**src/rtl/pc_sequencer_pkg.sv**
```systemverilog
// Shared pipeline definitions for the fetch sequencer: FSM encodings,
// the default reset PC and the sequential PC increment.
package pc_sequencer_pkg;

  typedef enum logic [1:0] {
    ST_IDLE  = 2'd0,
    ST_FETCH = 2'd1,
    ST_HOLD  = 2'd2,
    ST_DRAIN = 2'd3
  } pc_state_e;

  localparam logic [31:0] DEFAULT_RESET_PC = 32'h0000_0000;

  // Sequential fetch step; wraps naturally modulo 2^32.
  function automatic logic [31:0] pc_inc(input logic [31:0] pc);
    return pc + 32'd4;
  endfunction

endpackage

```
**src/rtl/pc_skid_reg.sv**
```systemverilog
// One-entry skid register holding a {pc, instr} pair that arrived while
// the ID stage was stalled. Clear wins over load.
module pc_skid_reg (
  input  logic        clk,
  input  logic        rstn,
  input  logic        load,
  input  logic        clear,
  input  logic [63:0] load_data,
  output logic        valid,
  output logic [63:0] data
);

  // Capture on load, empty on clear or reset.
  always_ff @(posedge clk) begin
    if (!rstn) begin
      valid <= 1'b0;
      data  <= 64'd0;
    end else if (clear) begin
      valid <= 1'b0;
    end else if (load) begin
      valid <= 1'b1;
      data  <= load_data;
    end
  end

endmodule

```
**src/rtl/pc_sequencer.sv**
```systemverilog
// Instruction fetch sequencer: drives the instruction-memory request,
// fills the IF/ID register, parks a stalled response in a skid entry,
// and follows ID-stage redirects (flushing IF/ID and draining any
// request still in flight).
//
// Handshake: if_req is held high with if_pc stable until a cycle with
// if_ack=1, which completes the request and carries if_instr. Redirects
// are accepted only in cycles where stall=0.
module pc_sequencer
  import pc_sequencer_pkg::*;
#(
  parameter logic [31:0] RESET_PC = DEFAULT_RESET_PC
) (
  input  logic        clk,
  input  logic        rstn,
  input  logic        stall,
  input  logic        redirect_valid,
  input  logic [31:0] redirect_pc,
  output logic        if_req,
  output logic [31:0] if_pc,
  input  logic        if_ack,
  input  logic [31:0] if_instr,
  output logic        ifid_valid,
  output logic [31:0] ifid_pc,
  output logic [31:0] ifid_instr,
  output logic        misalign_err,
  output pc_state_e   fsm_state,
  output logic        skid_full
);

  pc_state_e   state;
  logic [31:0] pc;
  logic        accept_redirect;
  logic [31:0] redirect_tgt;
  logic        skid_load;
  logic        skid_clear;
  logic [63:0] skid_data;

  // Redirect acceptance and skid control decoded from the current state.
  always_comb begin
    accept_redirect = redirect_valid & ~stall;
    redirect_tgt    = {redirect_pc[31:2], 2'b00};
    skid_load       = (state == ST_FETCH) & if_ack & stall;
    skid_clear      = accept_redirect | ((state == ST_HOLD) & ~stall);
  end

  pc_skid_reg u_skid (
    .clk       (clk),
    .rstn      (rstn),
    .load      (skid_load),
    .clear     (skid_clear),
    .load_data ({pc, if_instr}),
    .valid     (skid_full),
    .data      (skid_data)
  );

  assign if_pc     = pc;
  assign fsm_state = state;

  // Fetch FSM with registered request and IF/ID outputs.
  always_ff @(posedge clk) begin
    if (!rstn) begin
      state        <= ST_IDLE;
      pc           <= RESET_PC;
      if_req       <= 1'b0;
      ifid_valid   <= 1'b0;
      ifid_pc      <= 32'd0;
      ifid_instr   <= 32'd0;
      misalign_err <= 1'b0;
    end else begin
      if (accept_redirect && (redirect_pc[1:0] != 2'b00)) begin
        misalign_err <= 1'b1;
      end
      case (state)
        ST_IDLE: begin
          // Nothing to hand over; the consumed entry is dropped when ID moves.
          if (!stall) ifid_valid <= 1'b0;
          if (accept_redirect) pc <= redirect_tgt;
          state  <= ST_FETCH;
          if_req <= 1'b1;
        end
        ST_FETCH: begin
          if (accept_redirect) begin
            pc         <= redirect_tgt;
            ifid_valid <= 1'b0;
            if (!if_ack) begin
              // Old request still outstanding: wait for its response.
              state  <= ST_DRAIN;
              if_req <= 1'b0;
            end
          end else if (if_ack && !stall) begin
            ifid_valid <= 1'b1;
            ifid_pc    <= pc;
            ifid_instr <= if_instr;
            pc         <= pc_inc(pc);
          end else if (if_ack && stall) begin
            state  <= ST_HOLD;
            if_req <= 1'b0;
          end else if (!stall) begin
            ifid_valid <= 1'b0;
          end
        end
        ST_HOLD: begin
          // pc still addresses the parked instruction until it moves on.
          if (accept_redirect) begin
            pc         <= redirect_tgt;
            ifid_valid <= 1'b0;
            state      <= ST_FETCH;
            if_req     <= 1'b1;
          end else if (!stall) begin
            ifid_valid <= 1'b1;
            ifid_pc    <= skid_data[63:32];
            ifid_instr <= skid_data[31:0];
            pc         <= pc_inc(pc);
            state      <= ST_FETCH;
            if_req     <= 1'b1;
          end
        end
        ST_DRAIN: begin
          if (!stall) ifid_valid <= 1'b0;
          if (accept_redirect) pc <= redirect_tgt;
          if (if_ack) begin
            state  <= ST_FETCH;
            if_req <= 1'b1;
          end
        end
        default: begin
          state  <= ST_IDLE;
          if_req <= 1'b0;
        end
      endcase
    end
  end

endmodule

```
**config.mk**
```make
export PLATFORM = sky130hd
export DESIGN_NAME = pc_sequencer
export DESIGN_NICKNAME = d
export VERILOG_FILES = /design/src/rtl/pc_sequencer_pkg.sv /design/src/rtl/pc_skid_reg.sv /design/src/rtl/pc_sequencer.sv
export SDC_FILE = /design/constraint.sdc
export NUM_CORES = 1
export LEC_CHECK = 0
export CAP_MARGIN = 20
export CORE_MARGIN = 1.5
export CORE_UTILIZATION = 57
export CTS_CLUSTER_SIZE = 10
export DETAILED_ROUTE_END_ITERATION = 12
export DONT_BUFFER_PORTS = 1
export GPL_TIMING_DRIVEN = 0
export PLACE_DENSITY = 0.75
export SETUP_SLACK_MARGIN = 0.4
export SYNTH_ARGS = -nofsm -noshare
export SYNTH_HDL_FRONTEND = slang
export SYNTH_HIERARCHICAL = 1
export SYNTH_SLANG_ARGS = --single-unit
```
**constraint.sdc**
```tcl
create_clock -name clk -period 2 [get_ports clk]
set_input_delay 0.4 -clock clk [delete_from_list [all_inputs] [get_ports clk]]
set_output_delay 0.4 -clock clk [all_outputs]
set_load 0.1 [all_outputs]
```
==> results.toml <==
[setup_path]
cp-start-kind = "flop"
startpoint = "fsm_state[0]"
endpoint_kind = "flop"
crit_required_ps = 2350
cp_max_fo = 5
worstPathArrival_ps = 2700
reg2reg_from = "fsm_state[0]"
worstSetupPathType = "flop to flop"

[floorplanning]
core_sq_um = 13200
start_util_pct = 58.3
dieArea_sq_um = 14300
io_pins = 171
chipHeight_um = 119
die_w_um = 119
rows = 42

[placed_design]
placed_cell_area_sq_um = 8190
portBuffers = 0
hpwl_um = 16000
gp_routability_congestion = 0.936

[route]
wl_um = 24300
route.vias.total = 7018
wl_per_cell_um = 21.6
drt_iter0_markers = 658
avgViaCountPerCell = 6.23
drc = 0
postRouteAntennaNets = 0
dr.pass1.iters = 6

[cts]
cts_tree = "yes"
cts_max_level = 4
path_clk_slew_ps = 70
cts_max_path_buffers = 2
root_buffer = "clkbuf_16"
cts_made_buffers = 17
clock-sinks = 164
clock_latency_ps = 430
ctsHoldBuffers = 0

[layout]
final_area_sq_um = 9880
final_nets = 1009
drive_above_1_share_pct = 32.3
final_util_pct = 74.6
syn_to_final_growth_pct = 28.0

[pwr]
p_seq_share_pct = 48.7
clkPwrFrac_pct = 31.3
swShare_pct = 38.9
p_per_area_nw_per_um2 = 1070
net-switching-power_w = 0.00411
irDropWorstVdd_uv = 739
p_int_w = 0.00646
p_leak_nw = 3.40
comb_power_share_pct = 20.0

[run_status]
violations = "setup timing"
status = "complete, but fails checks"

[synthesis]
syn_area_sq_um = 7720
dominantRegCellSynth = "dfxtp_1"
yosysUniqueCellTypes = 59
yosys_warnings = 6
synth_cells = 876
synth-async-reset-ratio_pct = 0
syn-mean-instance-area_sq_um = 8.81
synth_seq_area_share_pct = 42.5
synth-seq-cells = 164
synth-edff-count = 0

[global_routing]
antenna_found_initial = 1
grt_pass1_vias = 6930
track_usage_pct = 33.0
grt_first_pass_wirelength_um = 36500
grt_max_degree = 17
overflow = 0

[sta]
slew_violations = 0
setup_tns_ps = -26160
slew_headroom_pct = 54.6
worstMarginPinSlew_ps = 681
setup_ws_ps = -353
fmax_mhz = 425
finalCritPeriodShare_pct = 118
rsz0062_at_grt = "true"
hold_viol = 0
post-route-min-period_ps = 2350
finalSetupViolCount = 159
worst_clock_skew_ps = 10.7

[hold_path]
hp-start = "if_instr[28]"
hold_class = "input pin to flop"

[flow_run]
drv_cap = 0
-- layout make-up --
| type | count | area [sq um] |
|---|---|---|
| Multi-Input combinational cell | 634 | 4450 |
| Sequential cell | 164 | 3480 |
| Fill cell | 944 | 3360 |
| Buffer | 72 | 676 |
| Clock buffer | 19 | 464 |
| Timing Repair Buffer | 38 | 428 |
| Tap cell | 176 | 220 |
| Clock inverter | 13 | 128 |
| Inverter | 9 | 33.8 |
| Antenna cell | 1 | 2.50 |
-- cells by family (layout without fill, tap and decap cells) --
group                    after synthesis  in the layout  share of synthesized area (%)
adder cells (fa/ha/maj)                4              4                          0.648
flip-flops                           164            164                           42.5
AND/OR/NAND/NOR                      330            330                           19.0
XOR/XNOR                               1              1                          0.113
buffers and inverters                 81            151                           6.16
AO/OA/AOI/OAI                        167            167                           14.9
other                                  1              5                         0.0486
multiplexers                         128            128                           16.6
-- cell usage after synthesis (5+ instances only) --
library cell / count / area share [%]
mux2i_1: 127 / 16
buf_2: 22 / 1.4
nand2_1: 161 / 7.8
buf_12: 7 / 1.8
nand3_1: 14 / 0.91
or3_1: 7 / 0.57
and3_1: 8 / 0.65
nor3_1: 15 / 0.97
o211ai_1: 8 / 0.78
o21ai_0: 24 / 1.6
nor2_1: 85 / 4.1
o221ai_1: 5 / 0.57
clkbuf_1: 36 / 1.8
a21oi_1: 29 / 1.9
a22oi_1: 6 / 0.58
a211oi_1: 64 / 6.2
nand4_1: 11 / 0.89
inv_1: 9 / 0.44
dfxtp_1: 164 / 43
-- layer usage --
metal / up-vias / share of wire, % / track usage, %
met5: - / 0 / 0
met4: 0 / 4.1 / 16.4
met3: 90 / 9.5 / 10.4
met2: 357 / 48 / 54.2
met1: 3318 / 39 / 39.0
li1: 3253 / - / -
-- worst paths after layout --
check | to | slack (ps) | cells past startpoint
max | if_pc[25] | -350 | 8
min | u_skid/data[28] | 110 | 2
max reg2reg | if_pc[25] | -350 | 8
min reg2reg | u_skid/data[60] | 460 | 2
-- sequential cells by signal (all words and copies together), names as in the netlist --
signal        flops
ifid_instr       32
ifid_valid        1
ifid_pc          32
if_pc            30
if_req            1
u_skid/data      64
fsm_state         2
u_skid/valid      1
misalign_err      1
-- cells in the final DEF, fill, tap and decap left out, types with 22 or more instances in the layout --
cell and n:
a211oi_1 42, nor2_1 80, mux2i_1 126, a211oi_2 22
clkbuf_16 24, buf_4 32, nand2_1 158, dfxtp_1 64
dfxtp_2 71, dfxtp_4 29
-- worst max-delay path, stage by stage (launching register included) --
cell,delay (ps)
dfxtp_4,570
inv_2,90
ha_4,230
or3b_4,370
o211a_1,140
buf_6,120
or3_1,330
or3_1,310
o211ai_1,90
-- through the flow --
stage | worst slack, ps | cells | total power (W) | hold slack [ps]
floorplan | -256 | 879 | 0.00617 | 434
global placement | -616 | 1055 | 0.00653 | 442
detailed placement | -652 | 1055 | 0.00659 | 449
CTS | -324 | 1120 | 0.0103 | 101
global route | -404 | 1126 | 0.0109 | 99.5
finish | -353 | 1126 | 0.0106 | 107
-- power by group through the flow --
stage | Sequential (W) | Combinational [W] | Clock (W)
floorplan | 0.00507 | 0.00110 | 0
detailed placement | 0.00518 | 0.00141 | 0
global route | 0.00518 | 0.00223 | 0.00346
CTS | 0.00512 | 0.00187 | 0.00331
finish | 0.00515 | 0.00211 | 0.00331
global placement | 0.00516 | 0.00137 | 0
-- repair_timing --
item                       in CTS  in global routing
gates resized for setup        99                125
buffers inserted               26                  5
pin swaps                      19                 29
cloned                          7                  0
setup endpoints to repair     237                226
Power figures use the tool's default switching activity.
